### config.mk
export PLATFORM = sky130hd
export DESIGN_NAME = id_issue_controller
export DESIGN_NICKNAME = d
export VERILOG_FILES = /design/src/rtl/id_issue_controller.sv
export SDC_FILE = /design/constraint.sdc
export NUM_CORES = 1
export LEC_CHECK = 0
export CORE_MARGIN = 8
export CORE_UTILIZATION = 48
export DETAILED_ROUTE_END_ITERATION = 7
export PLACE_DENSITY = 0.82
export SYNTH_ARGS = -nofsm -noshare
export SYNTH_HDL_FRONTEND = slang
export SYNTH_SLANG_ARGS = --single-unit
### constraint.sdc
create_clock -name clk -period 3.3 [get_ports clk]
set_input_delay 0.495 -clock clk [delete_from_list [all_inputs] [get_ports clk]]
set_output_delay 0.495 -clock clk [all_outputs]
set_load 0.005 [all_outputs]
### src/rtl/id_issue_controller.sv
// Instruction Decode sequencing: IF/ID register, load-use hazard detection against EX,
// issue/bubble/flush control, and saturating stall/flush performance counters.
module id_issue_controller #(
    parameter int INSTR_WIDTH    = 32,
    parameter int REG_ADDR_WIDTH = 5,
    parameter int CNT_WIDTH      = 16
) (
    input  logic                   clk,
    input  logic                   rst_n,
    input  logic                   if_valid,
    input  logic [INSTR_WIDTH-1:0] if_instr,
    input  logic [INSTR_WIDTH-1:0] if_pc,
    output logic                   if_ready,
    input  logic                   ex_ready,
    input  logic                   redirect,
    output logic                   id_valid,
    output logic [INSTR_WIDTH-1:0] id_instr,
    output logic [INSTR_WIDTH-1:0] id_pc,
    output logic                   issue_valid,
    output logic                   bubble,
    output logic                   stall,
    input  logic                   perf_clr,
    output logic [CNT_WIDTH-1:0]   stall_cycles,
    output logic [CNT_WIDTH-1:0]   flush_count
);

    localparam logic [6:0] OP_OP     = 7'b0110011;
    localparam logic [6:0] OP_IMM    = 7'b0010011;
    localparam logic [6:0] OP_LOAD   = 7'b0000011;
    localparam logic [6:0] OP_STORE  = 7'b0100011;
    localparam logic [6:0] OP_BRANCH = 7'b1100011;
    localparam logic [6:0] OP_JALR   = 7'b1100111;
    localparam logic [6:0] OP_SYSTEM = 7'b1110011;

    localparam logic [INSTR_WIDTH-1:0]    INSTR_ZERO = {INSTR_WIDTH{1'b0}};
    localparam logic [REG_ADDR_WIDTH-1:0] REG_ZERO   = {REG_ADDR_WIDTH{1'b0}};
    localparam logic [CNT_WIDTH-1:0]      CNT_ZERO   = {CNT_WIDTH{1'b0}};
    localparam logic [CNT_WIDTH-1:0]      CNT_ONE    = CNT_WIDTH'(1);
    localparam logic [CNT_WIDTH-1:0]      CNT_MAX    = {CNT_WIDTH{1'b1}};

    logic                      id_valid_r;
    logic [INSTR_WIDTH-1:0]    id_instr_r;
    logic [INSTR_WIDTH-1:0]    id_pc_r;
    logic                      ex_load_valid_r;
    logic [REG_ADDR_WIDTH-1:0] ex_load_rd_r;
    logic [CNT_WIDTH-1:0]      stall_cycles_r;
    logic [CNT_WIDTH-1:0]      flush_count_r;

    logic [6:0]                opcode_s;
    logic [2:0]                funct3_s;
    logic [REG_ADDR_WIDTH-1:0] rd_s;
    logic [REG_ADDR_WIDTH-1:0] rs1_s;
    logic [REG_ADDR_WIDTH-1:0] rs2_s;
    logic                      rs1_used_s;
    logic                      rs2_used_s;
    logic                      hazard_s;
    logic                      stall_s;
    logic                      issue_fire_s;
    logic                      if_ready_s;

    assign opcode_s = id_instr_r[6:0];
    assign funct3_s = id_instr_r[14:12];
    assign rd_s     = id_instr_r[7 +: REG_ADDR_WIDTH];
    assign rs1_s    = id_instr_r[15 +: REG_ADDR_WIDTH];
    assign rs2_s    = id_instr_r[20 +: REG_ADDR_WIDTH];

    // Source-register usage decode; CSR immediate forms carry a uimm in the rs1 field.
    always_comb begin
        rs1_used_s = 1'b0;
        rs2_used_s = 1'b0;
        case (opcode_s)
            OP_OP, OP_STORE, OP_BRANCH: begin
                rs1_used_s = 1'b1;
                rs2_used_s = 1'b1;
            end
            OP_IMM, OP_LOAD, OP_JALR: begin
                rs1_used_s = 1'b1;
            end
            OP_SYSTEM: begin
                rs1_used_s = ~funct3_s[2] & (funct3_s != 3'b000);
            end
            default: begin
                rs1_used_s = 1'b0;
                rs2_used_s = 1'b0;
            end
        endcase
    end

    assign hazard_s     = id_valid_r & ex_load_valid_r &
                          ((rs1_used_s & (rs1_s == ex_load_rd_r)) |
                           (rs2_used_s & (rs2_s == ex_load_rd_r)));
    assign stall_s      = hazard_s & ~redirect;
    assign issue_fire_s = id_valid_r & ~hazard_s & ex_ready & ~redirect;
    assign if_ready_s   = ~id_valid_r | issue_fire_s | redirect;

    // IF/ID register: redirect squashes, capture refills, issue drains.
    always_ff @(posedge clk or negedge rst_n) begin
        if (!rst_n) begin
            id_valid_r <= 1'b0;
            id_instr_r <= INSTR_ZERO;
            id_pc_r    <= INSTR_ZERO;
        end else if (redirect) begin
            id_valid_r <= 1'b0;
        end else if (if_valid && if_ready_s) begin
            id_valid_r <= 1'b1;
            id_instr_r <= if_instr;
            id_pc_r    <= if_pc;
        end else if (issue_fire_s) begin
            id_valid_r <= 1'b0;
        end else begin
            id_valid_r <= id_valid_r;
        end
    end

    // Tracks a load currently in EX; x0 destinations are never recorded.
    always_ff @(posedge clk or negedge rst_n) begin
        if (!rst_n) begin
            ex_load_valid_r <= 1'b0;
            ex_load_rd_r    <= REG_ZERO;
        end else if (redirect) begin
            ex_load_valid_r <= 1'b0;
        end else if (ex_ready) begin
            if (issue_fire_s && (opcode_s == OP_LOAD) && (rd_s != REG_ZERO)) begin
                ex_load_valid_r <= 1'b1;
                ex_load_rd_r    <= rd_s;
            end else begin
                ex_load_valid_r <= 1'b0;
            end
        end else begin
            ex_load_valid_r <= ex_load_valid_r;
        end
    end

    // Saturating performance counters with clear priority.
    always_ff @(posedge clk or negedge rst_n) begin
        if (!rst_n) begin
            stall_cycles_r <= CNT_ZERO;
            flush_count_r  <= CNT_ZERO;
        end else if (perf_clr) begin
            stall_cycles_r <= CNT_ZERO;
            flush_count_r  <= CNT_ZERO;
        end else begin
            if (stall_s && ex_ready && (stall_cycles_r != CNT_MAX)) begin
                stall_cycles_r <= stall_cycles_r + CNT_ONE;
            end else begin
                stall_cycles_r <= stall_cycles_r;
            end
            if (redirect && id_valid_r && (flush_count_r != CNT_MAX)) begin
                flush_count_r <= flush_count_r + CNT_ONE;
            end else begin
                flush_count_r <= flush_count_r;
            end
        end
    end

    assign if_ready     = if_ready_s;
    assign id_valid     = id_valid_r;
    assign id_instr     = id_instr_r;
    assign id_pc        = id_pc_r;
    assign issue_valid  = issue_fire_s;
    assign bubble       = ex_ready & ~issue_fire_s;
    assign stall        = stall_s;
    assign stall_cycles = stall_cycles_r;
    assign flush_count  = flush_count_r;

endmodule

# After elaboration in Yosys (flattened, before gate mapping)
# Cells that the tools add are included.
# W data, S select, Z words.
# classes
addsub	2
n_mul	0
div	0
n_lt_le_gt_ge	0
eq_ne	11
shift	0
n_mux	12
n_bitwise	18
reduce_logical	17
# op_table
op	count
$mux W16	4
$add A16 B1 Y16 const B	2
$ne A16 B16 Y1 const B	2
$eq A7 B7 Y1 const B	3
$eq A7 B6 Y1 const B	2
$and A1 B1 Y1	10
$eq A5 B5 Y1	2
$eq A7 B2 Y1 const B	1
$eq A7 B5 Y1 const B	1
$logic_and A1 B1 Y1	7
$mux W1	7
$reduce_bool A2 Y1	3
$reduce_bool A3 Y1	2
$reduce_or A6 Y1	1
$not A1 Y1	5
$reduce_bool A5 Y1	1
$or A1 B1 Y1	3
$reduce_and A3 Y1	1
$reduce_or A3 Y1	1
$pmux W1 S2	1
$reduce_and A2 Y1	1
# word_totals
ff_bits	103
latchBits	0
mem_bits_rw	0
mem_bits_ro	0
in_bits	70
out_inout_bits	101
word_cells	67
n_memories	0

# Longest topological paths before layout
# logic_depth
ltp_word	15
ltp_mapped	8
mapped_depth_nobuf	7

# Worst setup path before layout
# Ideal clock, no wire load.
# synth_path
kind	reg-to-output
from	register id_instr_r[19] (netlist: id_instr[19])
to	output port bubble
t_arrival_ns	1.875
required_time_ns	2.805
path_slack_ns	0.930
stages_incl_launch_ff	9
n_path_buf	2
cell_sequence	dfrtp_1 xor2_1 nor4_4 o2111ai_4 a21o_1 buf_6 buf_2 o21a_1 nor2_1
# synth_via
elab_chain_cells	10
# synth_rtl
item	line	source
from (decl)	42	logic [INSTR_WIDTH-1:0] id_instr_r;
from (signal assigned)	106	id_instr_r <= if_instr;
$eq A5 B5 Y1	90	((rs1_used_s & (rs1_s == ex_load_rd_r)) |
$and A1 B1 Y1	90	
$or A1 B1 Y1	90	
$and A1 B1 Y1	89	assign hazard_s = id_valid_r & ex_load_valid_r &
$not A1 Y1	93	assign issue_fire_s = id_valid_r & ~hazard_s & ex_ready & ~redirect;
$and A1 B1 Y1 (3 in series)	93	
via issue_valid	19	output logic issue_valid,
$not A1 Y1	161	assign bubble = ex_ready & ~issue_fire_s;
$and A1 B1 Y1	161	
to (decl)	20	output logic bubble,
# The timed path passes the listed nets, and every way through them passes these cells.

# Worst setup path in the final report
# layout_path
from	register id_instr_r[19] (netlist: id_instr[19])
to	output port bubble
# layout_via
elab_chain_cells	10
# layout_rtl
item	line
$eq A5 B5 Y1	90
$and A1 B1 Y1	90
$or A1 B1 Y1	90
$and A1 B1 Y1	89
$not A1 Y1	93
$and A1 B1 Y1 (3 in series)	93
$not A1 Y1	161
$and A1 B1 Y1	161
# No other way between the ends.

==> out/qor.yml <==
status:
  status: "complete, no violations"
min_path:
  min_path_type: "input pin to async pin"
clock_tree:
  clkSlewWorstSetupHoldPaths_ps: 90
  cts_hold_buf: 0
  clockRootBuffer: "clkbuf_8"
  cts_htree_levels: 3
  post_cts_buffers: 0
  postCtsResizedCells: 0
  clk_latency_ps: 360
  clock_sinks: 103
  cts_made_buffers: 9
  clockBufferDepth: 2
  cts_tree: "yes"
route:
  wl_per_cell_microns: 18.5
  drc: 0
  vias: 3543
  avgViaCountPerCell: 5.25
  dr.pass1.iters: 4
  first_iter_violations: 132
  postRouteAntennaNets: 0
  drt-total-wl_mm: 12.5
placement:
  dp_slack_ps: 482
  gp_congestion: 0.797
  portBuffers: 170
  dpl.hpwl_mm: 9.52
  postPlaceCellArea_sq_um: 6540
synth:
  synth_top_family_by_area: "multiplexers"
  synth_nets: 439
  seq_area_frac_synth_pct: 54.9
  synth_cell_types: 56
  synth_compound_area_share_pct: 7.14
  ys_ff_latch: 103
  yosys.area_share.simple_pct: 12.6
  synth_cells: 367
  synth-async-reset-ratio_pct: 100
  avgSynthCellArea_sq_um: 12.8
  synth_adder_area_share_pct: 0.533
  synth_top_flop_cell: "dfrtp_1"
  synth-edff-count: 0
  synthMuxAreaShare_pct: 17.9
  synth_area_sq_um: 4690
  synth_xor_area_share_pct: 4.66
  yosys_warnings: 0
worst_setup_path:
  critical_path_arrival_ps: 2610
  path_delay_family: "compound AO/OA/AOI/OAI gates"
  slowest_delay_ps: 520
  critPathSlowestCell: "clkdlybuf4s50_1"
  worst-r2r-setup-slack_ps: 560
  path_cells: "xor2_1 -> nor4_4 -> o2111ai_4 -> a21o_1 -> o21a_1 -> nor2_1 -> clkdlybuf4s50_1"
  start_kind: "flop"
  critical_path_buf_inv_count: 1
  crit_path_end_kind: "output port"
  crit_required_ps: 2800
  critPathMaxFanout: 5
  critical_path_class: "flop to output port"
floorplan:
  die-area_sq_um: 13200
  core-area_sq_um: 9640
  placementRows: 36
  fp.dieH_microns: 115
  die-width_microns: 115
  ios: 171
  start_util_pct: 48.7
power:
  p_leak_nw: 2.72
  ir_drop_uv: 306
  power_density_nw_per_um2: 433
cells_and_area:
  ff_latch_area_sq_um: 2580
  syn_to_final_growth_pct: 42.8
  drive_above_1_share_pct: 18.5
  design_area_sq_um: 6700
  diodes: 0
  multi_input_area_sq_um: 2010
  nFillCells: 761
  fin_nets: 610
timing:
  setup_tns_ps: 0
  period_minus_slack_ps: 3100
  finClkSkew_ps: 7.55
  hold_viol: 0
  relSlewSlack_pct: 26.7
  finalCritPeriodShare_pct: 94.0
  grt_setup_unrepaired: "no"
  fmax_mhz: 322
  whs_ps: 303
  worst_pin_slew_ps: 1100
  finalWorstSetupSlack_ps: 198
  finalMaxSlewViolations: 0
  setup_viol: 0
global_routing:
  grt_first_pass_wirelength_mm: 19.5
  grtUsageTotal_pct: 19.0
  antenna_found_initial: 0
  grt_pass1_vias: 3824
  grt-ovfl-total: 0
  grt_max_degree: 89
job:
  drv_cap: 0
-- Yosys cell counts, types with 3 or more instances --
cell,number,area share (%)
xor2_1,12,2.2
and4_1,4,0.75
mux2_1,7,1.7
a21oi_1,9,0.96
inv_1,7,0.56
clkbuf_1,7,0.56
xnor2_1,13,2.4
and3_1,5,0.67
nand3_1,10,1.1
nor2_1,31,2.5
nand4_1,8,1.1
buf_2,8,0.85
o31ai_1,4,0.64
o21ai_0,3,0.32
or4_1,4,0.64
nor2b_1,4,0.53
nand2_1,9,0.72
mux2_2,66,16
nor3_1,8,0.85
dfrtp_1,103,55
-- power breakdown --
group / internal, mW / total, mW / switching (mW)
logic: 0.452 / 0.688 / 0.237
registers: 1.40 / 1.51 / 0.110
clock network: 0.293 / 0.705 / 0.412
-- through the flow --
step,instances,util [%],power (mW)
3_5_place_dp,660,67.8,2.24
6_report,675,69.5,2.90
4_1_cts,675,69.5,2.95
2_1_floorplan,367,-,1.76
3_3_place_gp,660,67.8,2.21
5_1_grt,675,69.5,3.05
-- cell families (layout without fill, tap and decap cells) --
group | after synthesis | after routing
xor+xnor | 25 | 25
flops | 103 | 103
simple gates | 100 | 100
buf+inv | 23 | 198
mux | 75 | 75
compound gates | 39 | 39
fa+ha+maj | 2 | 2
-- state kept, by name (all words and copies together), names as in the netlist --
register	flops
id_pc	32
flush_count	16
stall_cycles	16
ex_load_rd_r	5
id_valid	1
id_instr	32
ex_load_valid_r	1
-- cell usage in the layout, fill, tap and decap left out, drive strengths merged, types with 7 or more instances in the layout --
cell           Yosys  layout
a21oi              9       9
buf                9       7
clkbuf             7      12
clkdlybuf4s50      0     169
dfrtp            103     103
inv                7       8
mux2              73      73
nand2              9       9
nand3             10      10
nand4              9       9
nor2              31      31
nor3               8       8
xnor2             13      13
xor2              12      12
-- worst paths after layout --
| kind | from | endpoint | cells after the start |
|---|---|---|---|
| min in group clk | id_pc[15] | id_pc[15] | 1 |
| min | rst_n | flush_count[12] | 1 |
| max reg2reg | id_instr[19] | id_instr[6] | 6 |
| max | id_instr[19] | bubble | 7 |
| min reg2reg | id_pc[15] | id_pc[15] | 1 |
| max in group asynchronous | rst_n | id_pc[11] | 2 |
-- layout make-up --
type | instances | area share (%)
clock inverter | 3 | 0.280
sequential | 103 | 38.4
inverter | 7 | 0.392
tap | 133 | 2.48
multi-input combinational | 241 | 30.0
clock buffer | 12 | 2.16
timing repair buffer | 176 | 26.2
-- metal layers --
| metal | vias to the layer above | track usage (%) | share of wire, % |
|---|---|---|---|
| li1 | 1660 | - | - |
| met1 | 1737 | 19.6 | 36 |
| met2 | 133 | 31.7 | 49 |
| met3 | 13 | 10.3 | 14 |
| met4 | 0 | 7.62 | 1.5 |
| met5 | - | 0 | 0 |
No activity file was read; power rests on OpenSTA's default activity.
